==> config.mk <==
export PLATFORM = sky130hd
export DESIGN_NAME = pulse_period_meter_flat
export DESIGN_NICKNAME = d
export VERILOG_FILES = /design/src/rtl/pulse_period_meter_if.sv /design/src/rtl/pulse_period_meter.sv /design/src/flat_wrapper.sv
export SDC_FILE = /design/constraint.sdc
export NUM_CORES = 1
export LEC_CHECK = 0
export ABC_AREA = 1
export BUFFER_PORTS_ARGS = -buffer_cell sky130_fd_sc_hd__buf_2
export CORE_MARGIN = 2
export CORE_UTILIZATION = 38
export CTS_BUF_LIST = sky130_fd_sc_hd__clkbuf_2 sky130_fd_sc_hd__clkbuf_4 sky130_fd_sc_hd__clkbuf_8
export DETAILED_ROUTE_END_ITERATION = 12
export GPL_TIMING_DRIVEN = 0
export PLACE_DENSITY = 0.66
export SYNTH_ARGS = -nofsm -noshare
export SYNTH_HDL_FRONTEND = slang
export SYNTH_SLANG_ARGS = --single-unit
==> constraint.sdc <==
create_clock -name clk -period 4.15 [get_ports clk]
set_input_delay 0.415 -clock clk [delete_from_list [all_inputs] [get_ports clk]]
set_output_delay 0.415 -clock clk [all_outputs]
set_load 0.03 [all_outputs]
==> src/rtl/pulse_period_meter_if.sv <==
// Period stream from pulse_period_meter to a logging/checking stage.
// Valid/ready handshake carrying the captured interval and its saturation flag.
interface pulse_period_meter_if #(
  parameter int unsigned CNT_W = 16
);
  logic [CNT_W-1:0] period;
  logic             period_sat;
  logic             period_valid;
  logic             period_ready;

  modport master (
    output period,
    output period_sat,
    output period_valid,
    input  period_ready
  );

  modport slave (
    input  period,
    input  period_sat,
    input  period_valid,
    output period_ready
  );
endinterface

==> src/rtl/pulse_period_meter.sv <==
// Measures clk-cycle intervals between rising edges of pulse, counts edges,
// tracks min/max period and streams each captured period over valid/ready.
module pulse_period_meter #(
  parameter int unsigned CNT_W = 16,
  parameter int unsigned EVT_W = 16
) (
  input  logic                  clk,
  input  logic                  rst,
  input  logic                  pulse,
  input  logic                  en,
  input  logic                  clr,
  pulse_period_meter_if.master  per_if,
  output logic                  overrun,
  output logic [EVT_W-1:0]      evt_cnt,
  output logic [CNT_W-1:0]      min_period,
  output logic [CNT_W-1:0]      max_period
);

  typedef enum logic [1:0] {StIdle, StWaitFirst, StMeasure} state_e;

  localparam logic [CNT_W-1:0] CntOne = CNT_W'(1);
  localparam logic [EVT_W-1:0] EvtOne = EVT_W'(1);

  state_e           state_q;
  logic             pulse_d_q;
  logic [CNT_W-1:0] gap_q;
  logic [CNT_W-1:0] period_q;
  logic             period_sat_q;
  logic             valid_q;
  logic             overrun_q;
  logic [EVT_W-1:0] evt_q;
  logic [CNT_W-1:0] min_q;
  logic [CNT_W-1:0] max_q;

  logic edge_det;
  logic take;

  assign edge_det = pulse & ~pulse_d_q;
  assign take     = valid_q & per_if.period_ready;

  always_ff @(posedge clk or posedge rst) begin
    if (rst) begin
      state_q      <= StIdle;
      pulse_d_q    <= 1'b0;
      gap_q        <= '0;
      period_q     <= '0;
      period_sat_q <= 1'b0;
      valid_q      <= 1'b0;
      overrun_q    <= 1'b0;
      evt_q        <= '0;
      min_q        <= '1;
      max_q        <= '0;
    end else begin
      pulse_d_q <= pulse;
      if (clr) begin
        // period/period_sat deliberately hold across a clear
        evt_q     <= '0;
        min_q     <= '1;
        max_q     <= '0;
        overrun_q <= 1'b0;
        valid_q   <= 1'b0;
        gap_q     <= '0;
        state_q   <= en ? StWaitFirst : StIdle;
      end else begin
        if (take) begin
          valid_q <= 1'b0;
        end
        if (!en) begin
          state_q <= StIdle;
          gap_q   <= '0;
        end else begin
          unique case (state_q)
            StIdle: begin
              state_q <= StWaitFirst;
              gap_q   <= '0;
            end
            StWaitFirst: begin
              if (edge_det) begin
                state_q <= StMeasure;
                gap_q   <= CntOne;
                evt_q   <= evt_q + EvtOne;
              end
            end
            StMeasure: begin
              if (edge_det) begin
                period_q     <= gap_q;
                period_sat_q <= (gap_q == '1);
                min_q        <= (gap_q < min_q) ? gap_q : min_q;
                max_q        <= (gap_q > max_q) ? gap_q : max_q;
                valid_q      <= 1'b1;
                // Overwriting a value the consumer has not taken
                if (valid_q && !per_if.period_ready) begin
                  overrun_q <= 1'b1;
                end
                gap_q <= CntOne;
                evt_q <= evt_q + EvtOne;
              end else if (gap_q != '1) begin
                gap_q <= gap_q + CntOne;
              end
            end
            default: state_q <= StIdle;
          endcase
        end
      end
    end
  end

  assign per_if.period       = period_q;
  assign per_if.period_sat   = period_sat_q;
  assign per_if.period_valid = valid_q;
  assign overrun             = overrun_q;
  assign evt_cnt             = evt_q;
  assign min_period          = min_q;
  assign max_period          = max_q;

endmodule

==> src/flat_wrapper.sv <==
// flat-port wrapper written by rule: the top's interface ports become plain ports
module pulse_period_meter_flat 
#(
  parameter int unsigned CNT_W = 16,
  parameter int unsigned EVT_W = 16
)
  (clk, rst, pulse, en, clr, overrun, evt_cnt, min_period, max_period, per_if_period, per_if_period_sat, per_if_period_valid, per_if_period_ready);
  pulse_period_meter_if #(.CNT_W(CNT_W)) per_if_i ();
  input  logic clk;
  input  logic rst;
  input  logic pulse;
  input  logic en;
  input  logic clr;
  output logic overrun;
  output logic [EVT_W-1:0] evt_cnt;
  output logic [CNT_W-1:0] min_period;
  output logic [CNT_W-1:0] max_period;
  output wire logic [$bits(per_if_i.period)-1:0] per_if_period;
  output wire logic [$bits(per_if_i.period_sat)-1:0] per_if_period_sat;
  output wire logic [$bits(per_if_i.period_valid)-1:0] per_if_period_valid;
  input wire logic [$bits(per_if_i.period_ready)-1:0] per_if_period_ready;
  assign per_if_period = per_if_i.period;
  assign per_if_period_sat = per_if_i.period_sat;
  assign per_if_period_valid = per_if_i.period_valid;
  assign per_if_i.period_ready = per_if_period_ready;
  pulse_period_meter #(.CNT_W(CNT_W), .EVT_W(EVT_W)) u_core (.clk(clk), .rst(rst), .pulse(pulse), .en(en), .clr(clr), .per_if(per_if_i), .overrun(overrun), .evt_cnt(evt_cnt), .min_period(min_period), .max_period(max_period));
endmodule
=== Word level (Yosys, flattened, before mapping) ===
Index checks and enable logic that the tools add are counted.

* $add $sub $neg: 2
* $lt $le $gt $ge: 2
* Eq/ne operators: 8
* Multiplexer cells: 35
* Bitwise operators: 4
* Reduce and logical (&&, ||, !) cells: 18

{| class="wikitable"
|+ Operator list
! cell !! count
|-
| $mux W16 || 19
|-
| $pmux W16 S3 || 1
|-
| $add A16 B1 Y16 const B || 2
|-
| $eq A16 B16 Y1 const B || 1
|-
| $gt A16 B16 Y1 || 1
|-
| $lt A16 B16 Y1 || 1
|-
| $ne A16 B16 Y1 const B || 1
|-
| $reduce_and A4 Y1 || 4
|-
| $reduce_bool A2 Y1 || 7
|-
| $mux W1 || 11
|-
| $mux W2 || 3
|-
| $pmux W2 S3 || 1
|-
| $reduce_and A3 Y1 || 2
|-
| $ne A5 B1 Y1 const B || 1
|-
| $ne A5 B3 Y1 const B || 1
|-
| $ne A4 B3 Y1 const B || 1
|-
| $ne A3 B3 Y1 const B || 1
|-
| $and A1 B1 Y1 || 2
|-
| $eq A2 B1 Y1 const B || 1
|-
| $eq A2 B2 Y1 const B || 1
|-
| $logic_not A2 Y1 || 1
|-
| $not A1 Y1 || 2
|-
| $reduce_and A2 Y1 || 1
|-
| $reduce_or A2 Y1 || 1
|-
| other kinds (2) || 2
|}

* Flip-flop bits (word level): 86
* Input bits: 6
* Output and inout bits: 67
* Logic and storage cells: 79

=== Longest topological paths before layout ===
Gate-level depths: netlist of the first run.

* Word-level depth: 7
* Mapped depth: 15
* Depth with buffers taken out: 14

=== Worst setup path after synthesis of the first run ===
No wires, ideal clock.

* Path type: reg2reg
* Start point: register u_core.max_q[11] (netlist: u_core.max_period[11])
* End point: register u_core.max_q[0] (netlist: u_core.max_period[0])
* Arrival time: 1.886 ns
* Required time: 4.072 ns
* Path slack: 2.186 ns
* Stages on the path, launching flop included: 11
* Buffers on the path: 1
* Period minus slack after synthesis: 1.964 ns
* Cell sequence: dfrtp_1 -> inv_1 -> ha_1 -> a21oi_1 -> nand2_1 -> a21oi_1 -> nand2_1 -> nand2_1 -> buf_2 -> nand2_1 -> a21oi_1

* Longest elaborated chain between the ends: 3

{| class="wikitable"
|+ RTL lines
! element !! RTL line !! RTL
|-
| from (decl) || pulse_period_meter.sv:33 || <nowiki>logic [CNT_W-1:0] max_q;</nowiki>
|-
| from (signal assigned) || pulse_period_meter.sv:89 || <nowiki>max_q <= (gap_q > max_q) ? gap_q : max_q;</nowiki>
|-
| $gt A16 B16 Y1 || pulse_period_meter.sv:89 ||
|-
| $reduce_bool A2 Y1 (no line) || -- ||
|-
| $reduce_and A4 Y1 (no line) || -- ||
|}

Every way passes these cells.
A chain may end at the register's enable or synchronous reset.

=== Final worst setup path of the first run ===
* Start point: register u_core.gap_q[0]
* End point: register u_core.max_q[13] (netlist: u_core.max_period[13])

* Longest elaborated chain between the ends: 3

{| class="wikitable"
|+ RTL lines
! element !! RTL line !! RTL
|-
| from (decl) || pulse_period_meter.sv:26 || <nowiki>logic [CNT_W-1:0] gap_q;</nowiki>
|-
| from (signal assigned) || pulse_period_meter.sv:80 || <nowiki>gap_q <= CntOne;</nowiki>
|-
| from (signal assigned) || pulse_period_meter.sv:95 || <nowiki>gap_q <= CntOne;</nowiki>
|-
| from (signal assigned) || pulse_period_meter.sv:98 || <nowiki>gap_q <= gap_q + CntOne;</nowiki>
|-
| $gt A16 B16 Y1 || pulse_period_meter.sv:89 ||
|-
| $reduce_bool A2 Y1 (no line) || -- ||
|-
| $reduce_and A4 Y1 (no line) || -- ||
|}

Every way passes these cells.

==> metrics.csv, run 1 <==
stage,metric,value,unit
sta,finalSetupTns,0,ps
worst_setup_path,critPathBufInv,3,
finish,mostFrequentLayoutCells,"nand2_1 (139), inv_1 (84), buf_2 (79)",
synthesis,synth_warnings,0,
synthesis,synth_top_family_by_area,simple AND/OR/NAND/NOR gates,
sta,max_freq,435,MHz
outcome,outcome,"complete, no violations",
global_routing,overflow,0,
clocking,cts.sinks,86,
routing,via_count,4392,
worst_setup_path,crit_path_frequent_cell,nand2_1,
worst_setup_path,crit_arrival,2600,ps
worst_setup_path,critPathTopFamily,simple AND/OR/NAND/NOR gates,
routing,drt-total-wl,12800,µm
finish,syn2layout_area_growth,16.4,%
power_and_ir_drop,ir_worst_vdd,0.134,mV
floorplan,core_area,13200,µm²
synthesis,syn_area_per_cell,8.08,µm²
worst_setup_path,start_kind,flip-flop,
clocking,cts_max_path_buffers,2,
clocking,post-cts-setup-buffers,0,
sta,relSlewSlack,0.634,
floorplan,fp-row-count,42,
sta,fin_ws,1850,ps
floorplan,die_x,120,µm
worst_setup_path,r2r_start,u_core.gap_q[0],
finish,fin_nets,760,
placement,post-place-ws,1890,ps
sta,min_period,2300,ps
sta,rsz0062_at_grt,false,
synthesis,syn_nets,677,
floorplan,die_h,120,µm
clocking,cts_buffers,9,
power_and_ir_drop,p_per_area,282,nW/µm²
finish,postLayoutCoreUtil,0.452,
routing,drt_iter0_markers,322,
synthesis,ys_ff_latch,86,
power_and_ir_drop,leakage,0.00309,µW
run,drv_cap,0,
global_routing,busiest_layer,met2,
clocking,cts_resized,0,
synthesis,synth_cell_types,43,
clocking,clock_latency,380,ps
clocking,cts_root_buf,clkbuf_8,
worst_hold_path,hp-class,in -> async,
power_and_ir_drop,power,1680,µW
synthesis,synthMuxAreaShare,0.00220,
worst_setup_path,crit_path_max_fanout,10,
sta,skew,8.81,ps
sta,worst_pin_slew,549,ps
synthesis,synthAdderAreaFrac,0.0904,
placement,hpwl,9500,µm
worst_setup_path,slowest_stage,dfrtp_1,
worst_setup_path,reg2reg_slack,1850,ps
global_routing,antenna_found_initial,0,
worst_setup_path,reg2reg_to,u_core.max_period[13],
global_routing,met3_usage,0.0409,
routing,via_per_inst,4.89,
floorplan,ios,73,
routing,firstDrtPassIters,4,
placement,port_buffers,71,
sta,hold_viol,0,
worst_setup_path,cp.required,4450,ps
clocking,cts_tree,built,
global_routing,grt_pass1_wl,21500,µm
finish,layout_commonest_cell,nand2_1,
clocking,htree_num_levels,3,
finish,layout-drive-gt1-share,0.215,
floorplan,die_area,14400,µm²
global_routing,grtUsageMet2,0.295,
placement,globalplace.congestion,0.871,
worst_setup_path,critPathMaxStageDelay,510,ps
global_routing,grt_pass1_vias,4252,
global_routing,grt_use_met1,0.257,
sta,fin_crit_sh,0.553,
floorplan,start_util,0.388,
synthesis,synth-xor-area-share,0.00684,
global_routing,grt_max_degree,58,
synthesis,synth_area,5120,µm²
worst_setup_path,crit_type,reg -> reg,
sta,finalSetupViolCount,0,
synthesis,netlist_instances,634,
routing,drc,0,
global_routing,groute.usage.overall,0.189,
worst_setup_path,reg2reg_depth,14,
clocking,holdBufCountCts,0,
routing,wl_per_cell,14.2,µm
synthesis,synth-seq-area-share,0.424,
routing,ant_nets,0,
sta,maxSlewViolCount,0,
clocking,clk_pin_slew,90,ps
finish,insertedDiodeCount,0,
synthesis,yosys.area_share.simple,0.286,
worst_setup_path,cp-end-kind,flip-flop,
synthesis,synth_compound_area_frac,0.106,
worst_setup_path,crit_chain,"inv_1, ha_1, inv_1, nand2_1, nand2_1, nand2_1, nand2_1, nand2_1, nand2_1, nand2_1, nand2_1, clkbuf_1, nand3_1, a21oi_1",
[state kept, by name, summed over array words and instances (netlist names)]
name                        flops
u_core.evt_cnt                 16
u_core.gap_q                   16
u_core.max_period              16
u_core.min_period              16
u_core.overrun                  1
u_core.per_if.period           16
u_core.per_if.period_sat        1
u_core.per_if.period_valid      1
u_core.pulse_d_q                1
u_core.state_q                  2
[stage by stage]
stage / cell area [µm²] / cells / hold WS, ps
final: 5960 / 898 / 27.3
after global routing: 5960 / 898 / 55.4
after CTS: 5960 / 898 / 30.9
after detailed placement: 5730 / 882 / 452
after global placement: 5700 / 881 / 464
after floorplan: 5120 / 634 / 446
[synth_stat cells (all sizes together)]
| master | instances | area share |
|---|---|---|
| a211oi | 1 | 0.0015 |
| a21o | 1 | 0.0015 |
| a21oi | 46 | 0.049 |
| a31oi | 1 | 0.0012 |
| a32oi | 1 | 0.0017 |
| buf | 13 | 0.016 |
| clkbuf | 6 | 0.0044 |
| clkinv | 1 | 0.00073 |
| dfrtp | 70 | 0.34 |
| dfstp | 16 | 0.082 |
| ha | 37 | 0.090 |
| inv | 86 | 0.063 |
| mux2 | 1 | 0.0022 |
| nand2 | 149 | 0.12 |
| nand3 | 79 | 0.087 |
| nand3b | 4 | 0.0083 |
| nand4 | 16 | 0.020 |
| nor2 | 42 | 0.039 |
| nor3 | 13 | 0.014 |
| nor3b | 2 | 0.0029 |
| o2111a | 1 | 0.0022 |
| o211ai | 1 | 0.0015 |
| o21a | 2 | 0.0029 |
| o21ai | 40 | 0.043 |
| o31ai | 1 | 0.0015 |
| xnor2 | 1 | 0.0017 |
| xor2 | 3 | 0.0051 |
[how the worst max path moves through the flow]
| stage | to | startpoint | cells after the start |
|---|---|---|---|
| finish | u_core.max_period[13] | u_core.gap_q[0] | 14 |
| global route | u_core.max_period[13] | u_core.gap_q[0] | 14 |
| CTS | u_core.max_period[13] | u_core.gap_q[0] | 14 |
| detailed placement | u_core.max_period[1] | u_core.gap_q[0] | 14 |
| global placement | u_core.per_if.period[10] | rst | 2 |
| floorplan | u_core.evt_cnt[0] | rst | 1 |
[cell type report]
type / count / area (µm²)
timing repair buffer: 72 / 383
sequential: 86 / 2170
clock buffer: 11 / 151
multi-input combinational: 442 / 2520
fill: 1344 / 7230
tap: 176 / 220
clock inverter: 5 / 81.3
buffer: 19 / 104
inverter: 87 / 329
[metal layers]
metal  routed length (µm)  vias up
met4                  174        0
met2                 5960       84
met1                 6060     2038
met5                    0        -
met3                  587       11
li1                     -     2259
[worst reg2reg max path, cell delays in order (launching register included)]
cell	delay [ps]
dfrtp_1	510
inv_1	170
ha_1	210
inv_1	50
nand2_1	40
nand2_1	60
nand2_1	50
nand2_1	50
nand2_1	50
nand2_1	60
nand2_1	50
nand2_1	190
clkbuf_1	430
nand3_1	130
a21oi_1	170
[logic make-up (layout without fill, tap and decap cells)]
logic type	after synthesis	count (layout)
xor+xnor	4	4
compound gates	95	95
mux	1	1
flops	86	86
buf+inv	106	194
fa+ha+maj	37	37
simple gates	305	305
[where the power goes]
| part | internal [µW] | switching (µW) | leakage, µW | total [µW] |
|---|---|---|---|---|
| Combinational | 33.1 | 98.2 | 0.00183 | 131 |
| Clock | 372 | 323 | 0.000116 | 695 |
| Sequential | 848 | 7.07 | 0.00114 | 855 |
| Total | 1250 | 428 | 0.00309 | 1680 |
No activity file was read; power rests on OpenSTA's default activity.
==> run 2: changes to the inputs <==
--- a/config.mk
+++ b/config.mk
@@ -5,14 +5,14 @@
 export SDC_FILE = /design/constraint.sdc
 export NUM_CORES = 1
 export LEC_CHECK = 0
-export ABC_AREA = 1
+export ABC_AREA = 0
 export BUFFER_PORTS_ARGS = -buffer_cell sky130_fd_sc_hd__buf_2
 export CORE_MARGIN = 2
 export CORE_UTILIZATION = 38
 export CTS_BUF_LIST = sky130_fd_sc_hd__clkbuf_2 sky130_fd_sc_hd__clkbuf_4 sky130_fd_sc_hd__clkbuf_8
 export DETAILED_ROUTE_END_ITERATION = 12
 export GPL_TIMING_DRIVEN = 0
-export PLACE_DENSITY = 0.66
+export PLACE_DENSITY = 0.68
 export SYNTH_ARGS = -nofsm -noshare
 export SYNTH_HDL_FRONTEND = slang
 export SYNTH_SLANG_ARGS = --single-unit
==> constraint.sdc (replaced) <==
create_clock -name clk -period 2.1 [get_ports clk]
set_input_delay 0.21 -clock clk [delete_from_list [all_inputs] [get_ports clk]]
set_output_delay 0.21 -clock clk [all_outputs]
set_load 0.03 [all_outputs]
==> run 2 against run 1 <==
The run now ends with setup timing left. Synthesized cell count fell by 21%. Critical path depth fell by 5. Worst hold slack improved by 18 ps. Area after synthesis fell by 3.2%. Clock skew rose by 3.0 ps. Global-route usage barely moved. Critical path type unchanged.
==> metrics.csv, run 2 <==
stage,metric,value,unit,change
outcome,outcome,"complete, but fails checks",,
outcome,failed_checks,setup timing,,
finish,postLayoutCoreUtil,0.508,,+0.0558
power_and_ir_drop,p_per_area,480,nW/µm²,+70%
global_routing,grt_max_degree,42,,-28%
routing,wl_per_cell,16.1,µm,+13%
routing,via_per_inst,5.15,,+5.3%
global_routing,antenna_found_initial,0,,unchanged
synthesis,syn_area_per_cell,9.86,µm²,+22%
sta,fin_crit_sh,1.08,,+0.524
routing,firstDrtPassIters,5,,+1
worst_hold_path,hold_depth,2,,
synthesis,synth_warnings,0,,unchanged
worst_setup_path,cp-end-kind,flip-flop,,
global_routing,overflow,0,,unchanged
sta,hold_viol,0,,unchanged
synthesis,synth_top_area_frac,0.353,,+0.0112
worst_hold_path,hp-class,in -> reg,,
power_and_ir_drop,ir_worst_vdd,0.307,mV,+130%
sta,finalSetupTns,-3380,ps,-3380 ps
worst_setup_path,cp.required,2380,ps,-2070 ps
sta,maxSlewViolCount,0,,unchanged
worst_setup_path,critPathBufInv,2,,-1
sta,max_freq,442,MHz,+1.5%
clocking,cts.sinks,86,,unchanged
global_routing,groute.usage.overall,0.189,,+0.000355
synthesis,synth.area.top_cells,"dfrtp_1 (35%), ha_1 (9.3%), dfstp_2 (8.5%)",,
worst_setup_path,reg2reg_to,u_core.min_period[1],,
floorplan,die_area,14000,µm²,-3.1%
synthesis,synth_cell_types,46,,+7.0%
synthesis,synth_edf_count,0,,unchanged
clocking,cts_root_buf,clkbuf_8,,
worst_setup_path,r2r_start,u_core.min_period[13],,
finish,fin_nets,677,,-11%
synthesis,netlist_top_cells_count,"nor2_1 (75), dfrtp_1 (70), inv_1 (38), ha_1 (37), nand2b_1 (37)",,
routing,ant_nets,0,,unchanged
finish,layout-drive-gt1-share,0.365,,+0.150
finish,mostFrequentLayoutCells,"nor2_1 (73), buf_2 (73), dfrtp_1 (48)",,
worst_setup_path,crit_chain,"inv_2, ha_4, a21o_1, a21oi_2, nor2b_1, a2111o_1, nor3_4, buf_6, mux2i_1",,
sta,min_period,2260,ps,-33.4 ps
worst_setup_path,crit_arrival,2550,ps,-50 ps
worst_hold_path,hold_path_end,u_core.per_if.period_valid,,
worst_setup_path,critPathTopFamily,compound AO/OA/AOI/OAI gates,,
synthesis,synth-seq-area-share,0.438,,+0.0139
power_and_ir_drop,leakage,0.00303,µW,-2.0%
power_and_ir_drop,p_int,2390,µW,+91%
synthesis,async_flop_share,1.00,,unchanged
clocking,clk_pin_slew,90,ps,about the same
synthesis,synth_area,4960,µm²,-3.2%
clocking,cts_tree,built,,
finish,insertedDiodeCount,0,,unchanged
floorplan,die_h,118,µm,-1.5%
worst_setup_path,crit_path_max_fanout,5,,-5
sta,skew,11.8,ps,+2.98 ps
worst_setup_path,reg2reg_slack,-160,ps,-2020 ps
clocking,clock_latency,360,ps,-20 ps
worst_hold_path,min_from,per_if_period_ready,,
clocking,cts_buffers,9,,unchanged
power_and_ir_drop,p_sw_frac,0.227,,-0.0282
finish,seqCellArea,2200,µm²,+1.3%
clocking,htree_num_levels,3,,unchanged
placement,hpwl,8730,µm,-8.1%
global_routing,grt_pass1_wl,21100,µm,-1.8%
routing,drc,0,,unchanged
finish,fillers,1180,,-12%
synthesis,netlist_instances,503,,-21%
floorplan,core_area,12700,µm²,-3.9%
run,drv_cap,0,,unchanged
sta,worst_pin_slew,536,ps,-12.9 ps
sta,relSlewSlack,0.643,,+0.00858
power_and_ir_drop,switchingPower,700,µW,+63%
routing,via_count,4176,,-4.9%
floorplan,die_x,118,µm,-1.5%
synthesis,ys_ff_latch,86,,unchanged
floorplan,start_util,0.391,,+0.00307
power_and_ir_drop,clockPowerShare,0.403,,-0.010
placement,port_buffers,72,,+1.4%
worst_setup_path,reg2reg_depth,9,,-5
sta,finalSetupViolCount,32,,+32
floorplan,ios,73,,unchanged
routing,drt-total-wl,13100,µm,+2.4%
global_routing,grt_pass1_vias,4074,,-4.2%
worst_setup_path,critPathMaxStageDelay,540,ps,+30 ps
synthesis,synth-main-ff-cell,dfrtp_1,,
floorplan,fp-row-count,41,,-2.4%
finish,multi_input_area,2780,µm²,+10%
synthesis,yosysTopAreaCell,dfrtp_1,,
sta,rsz0062_at_grt,true,,
placement,globalplace.congestion,0.887,,+1.8%
worst_setup_path,crit_type,reg -> reg,,
sta,fin_ws,-163,ps,-2020 ps
routing,drt_iter0_markers,274,,-15%
worst_setup_path,slowest_stage,dfstp_2,,
power_and_ir_drop,p_seq_frac,0.540,,+0.031
worst_setup_path,start_kind,flip-flop,,
synthesis,syn_nets,546,,-19%
clocking,cts_max_path_buffers,2,,unchanged
synthesis,yosysMostFrequentCell,nor2_1,,
power_and_ir_drop,p_comb_frac,0.057,,-0.021
finish,syn2layout_area_growth,29.7,%,
sta,whs,44.9,ps,+17.6 ps
worst_setup_path,cp.depth,9,,-5
[run 2: how the worst max path moves through the flow]
| stage | to | from | slack, ps |
|---|---|---|---|
| after floorplan | u_core.min_period[0] | u_core.min_period[9] | -390 |
| after global placement | u_core.max_period[5] | u_core.gap_q[10] | -530 |
| after detailed placement | u_core.max_period[13] | u_core.gap_q[10] | -600 |
| after CTS | u_core.min_period[1] | u_core.min_period[13] | -170 |
| after global routing | u_core.min_period[1] | u_core.min_period[13] | -270 |
| final | u_core.min_period[1] | u_core.min_period[13] | -160 |
[run 2: layer usage]
layer  global-route usage  share of wire
met5                    0              0
met4               0.0685          0.028
met3               0.0381          0.052
met2                0.321           0.50
met1                0.238           0.42
[run 2: cells by family after synthesis]
family                     Yosys count  share of synthesized area
and+or+nand+nor                    202                      0.209
DFF                                 86                      0.438
buffers and inverters               57                     0.0487
muxes                               50                      0.105
AOI/OAI and AO/OA                   47                     0.0631
adders and majority gates           37                     0.0934
xor gates and xnor gates            24                     0.0424
[run 2: worst register-to-register path, delay by kind of cell, from the launching register on]
family | cells | cell delay, ps
flops | 1 | 540
simple gates | 2 | 280
mux | 1 | 200
fa+ha+maj | 1 | 210
compound gates | 3 | 710
buf+inv | 2 | 240
[run 2: metrics by stage]
stage	setup WS, ps	cell area [µm²]	total power (µW)	cells
after global routing	-275	6430	3230	811
after detailed placement	-602	5610	1860	749
after global placement	-526	5570	1850	747
final	-163	6430	3090	811
after floorplan	-390	4990	1800	503
after CTS	-173	6220	3120	797
[run 2: power groups by stage]
stage,combinational (µW),clock (µW),sequential (µW)
4_1_cts,168,1280,1670
5_1_grt,198,1360,1670
6_report,177,1240,1670
2_1_floorplan,102,0,1700
3_5_place_dp,162,0,1700
3_3_place_gp,148,0,1700
[run 2: repair_timing]
item / 4_1_cts / 5_1_grt
endpoints found under the setup margin: 73 / 63
gates resized for setup: 35 / 25
hold buffers: 2 / 0
hold endpoints to repair: 6 / 0
pin swaps: 11 / 6
gates cloned: 1 / 1
setup buffers: 30 / 13
[run 2: final cells by class]
class                           instances  area share
Buffer                                 18      0.0161
Clock buffer                           15      0.0282
Clock inverter                          1     0.00467
Inverter                               38      0.0228
Multi-Input combinational cell        361       0.432
Sequential cell                        86       0.342
Tap cell                              172      0.0335
Timing Repair Buffer                  120       0.120
==> run 3: changes to the inputs <==
--- a/config.mk
+++ b/config.mk
@@ -7,12 +7,13 @@
 export LEC_CHECK = 0
 export ABC_AREA = 0
 export BUFFER_PORTS_ARGS = -buffer_cell sky130_fd_sc_hd__buf_2
+export CORE_ASPECT_RATIO = 1.4
 export CORE_MARGIN = 2
-export CORE_UTILIZATION = 38
+export CORE_UTILIZATION = 50
 export CTS_BUF_LIST = sky130_fd_sc_hd__clkbuf_2 sky130_fd_sc_hd__clkbuf_4 sky130_fd_sc_hd__clkbuf_8
 export DETAILED_ROUTE_END_ITERATION = 12
 export GPL_TIMING_DRIVEN = 0
-export PLACE_DENSITY = 0.68
+export PLACE_DENSITY = 0.74
 export SYNTH_ARGS = -nofsm -noshare
 export SYNTH_HDL_FRONTEND = slang
 export SYNTH_SLANG_ARGS = --single-unit
==> run 3 against run 2 <==
The flow still finishes with violations (setup timing). Clock-buffer cell count unchanged. Cell area increased by 2.3%. Worst hold slack got worse by 12 ps. Cell count decreased by 3.9%. Clock skew decreased by 1.8 ps. Global-route usage increased by 6.4 points. Sequential cell count unchanged. Die area decreased by 23%. Register-to-register slack got worse by 60 ps. First-iteration DRC count increased by 12%. Critical path depth decreased by 1. Utilization increased by 16 points.
==> metrics.csv, run 3 (synthesis results as in run 2) <==
stage,metric,value,unit,change
outcome,outcome,"complete, but fails checks",,
outcome,failed_checks,setup timing,,
sta,skew,10.0,ps,-1.77 ps
worst_setup_path,cp-end-kind,flip-flop,,
worst_hold_path,hp-class,in -> reg,,
placement,port_buffers,72,,unchanged
finish,layout_commonest_cell,buf_2,,
sta,relSlewSlack,0.653,,+0.0105
placement,globalplace.congestion,0.844,,-4.9%
floorplan,fp-row-count,43,,+4.9%
placement,hpwl,8270,µm,-5.3%
global_routing,overflow,0,,unchanged
floorplan,core_area,9790,µm²,-23%
clocking,cts_tree,built,,
power_and_ir_drop,p_per_area,471,nW/µm²,-1.9%
finish,syn2layout_area_growth,32.7,%,
power_and_ir_drop,ir_worst_vdd,0.385,mV,+26%
finish,mostFrequentLayoutCells,"buf_2 (72), nor2_1 (71), dfrtp_1 (48)",,
worst_setup_path,crit_arrival,2620,ps,+70 ps
power_and_ir_drop,leakage,0.00303,µW,+0.25%
clocking,cts_root_buf,clkbuf_8,,
finish,layout-drive-gt1-share,0.396,,+0.0313
sta,min_period,2320,ps,+61.5 ps
finish,multi_input_area,2880,µm²,+3.6%
worst_setup_path,start_kind,flip-flop,,
global_routing,grt_pass1_vias,4151,,+1.9%
floorplan,start_util,0.506,,+0.115
floorplan,die_h,122,µm,+3.0%
run,drv_cap,0,,unchanged
routing,drc,0,,unchanged
clocking,cts.sinks,86,,unchanged
sta,finalSetupViolCount,39,,+22%
finish,postLayoutCoreUtil,0.672,,+0.164
worst_setup_path,crit_path_max_fanout,5,,unchanged
power_and_ir_drop,power,3100,µW,+0.29%
routing,firstDrtPassIters,5,,unchanged
finish,fillers,733,,-38%
global_routing,groute.usage.overall,0.253,,+0.0637
global_routing,grt_pass1_wl,20700,µm,-2.0%
global_routing,antenna_found_initial,0,,unchanged
clocking,htree_num_levels,3,,unchanged
sta,worst_pin_slew,520,ps,-15.8 ps
floorplan,ios,73,,unchanged
routing,wl_per_cell,17.8,µm,+10%
global_routing,grt_max_degree,44,,+4.8%
worst_setup_path,crit_type,reg -> reg,,
clocking,clk_pin_slew,80,ps,about the same
placement,placedInstanceArea,5560,µm²,-0.83%
finish,finalInstanceArea,6580,µm²,+2.3%
routing,via_count,4368,,+4.6%
worst_hold_path,hold_depth,2,,unchanged
sta,max_freq,430,MHz,-2.6%
sta,rsz0062_at_grt,true,,
sta,fin_ws,-225,ps,-61.5 ps
routing,ant_nets,0,,unchanged
routing,via_per_inst,5.61,,+8.9%
worst_setup_path,cp.required,2390,ps,about the same
sta,maxSlewViolCount,0,,unchanged
sta,hold_viol,0,,unchanged
finish,insertedDiodeCount,0,,unchanged
worst_setup_path,reg2reg_depth,8,,-1
floorplan,die_area,10700,µm²,-23%
clocking,cts_max_path_buffers,2,,unchanged
routing,drt-total-wl,13900,µm,+5.9%
floorplan,die_x,88.2,µm,-25%
clocking,clock_latency,370,ps,about the same
routing,drt_iter0_markers,307,,+12%
clocking,cts_buffers,9,,unchanged
sta,fin_crit_sh,1.11,,+0.0293
finish,fin_nets,682,,+0.74%
finish,seqCellArea,2200,µm²,unchanged
placement,post-place-ws,-590,ps,+11.8 ps
run 3: layout make-up:
class | count | area share
clock buffer | 15 | 0.0276
timing repair buffer | 125 | 0.131
multi-input combinational | 361 | 0.438
tap | 135 | 0.0257
clock inverter | 1 | 0.00457
sequential | 86 | 0.334
buffer | 18 | 0.0167
inverter | 38 | 0.0223
run 3: final timing paths:
kind,startpoint,end,slack (ps)
worst min-delay path,per_if_period_ready,u_core.per_if.period_valid,30
min in group asynchronous,rst,u_core.per_if.period[13],360
worst max register to register,u_core.gap_q[15],u_core.min_period[12],-220
worst min register to register,u_core.per_if.period[12],u_core.per_if.period[12],510
worst max-delay path,u_core.gap_q[15],u_core.min_period[12],-220
max in group asynchronous,rst,u_core.min_period[8],1170
run 3: stage by stage:
step                TNS, ps  instances  hold WS, ps
finish                -5920        779         33.0
global route          -9880        779         43.6
CTS                   -6250        763         27.7
detailed placement   -24300        712          201
global placement     -21570        710          356
floorplan             -9000        503          241
run 3: power by group:
| part | switching [µW] | internal, µW |
|---|---|---|
| clock | 590 | 670 |
| sequential | 4.44 | 1660 |
| combinational | 116 | 55.3 |
| total | 711 | 2390 |
run 3: repair_timing:
action / CTS / global route
pin swaps: 12 / 17
endpoints found under the hold margin: 8 / 0
gates cloned: 2 / 1
setup endpoints to repair: 73 / 66
buffers inserted: 32 / 15
gates resized for setup: 36 / 52
hold buffers: 2 / 0
run 3: critical path, cell delays in order, from the launching register on:
cell      delay, ps
dfrtp_2         460
buf_4           170
ha_1            280
nand4_1         140
a21oi_1          60
a2111o_1        420
nor3_4          310
buf_6           190
mux2i_2         220
run 3: per-layer routing:
metal  GRT usage  wire [µm]
met5           0          0
met4       0.138        525
met3      0.0434        811
met2       0.438       7370
met1       0.293       5170
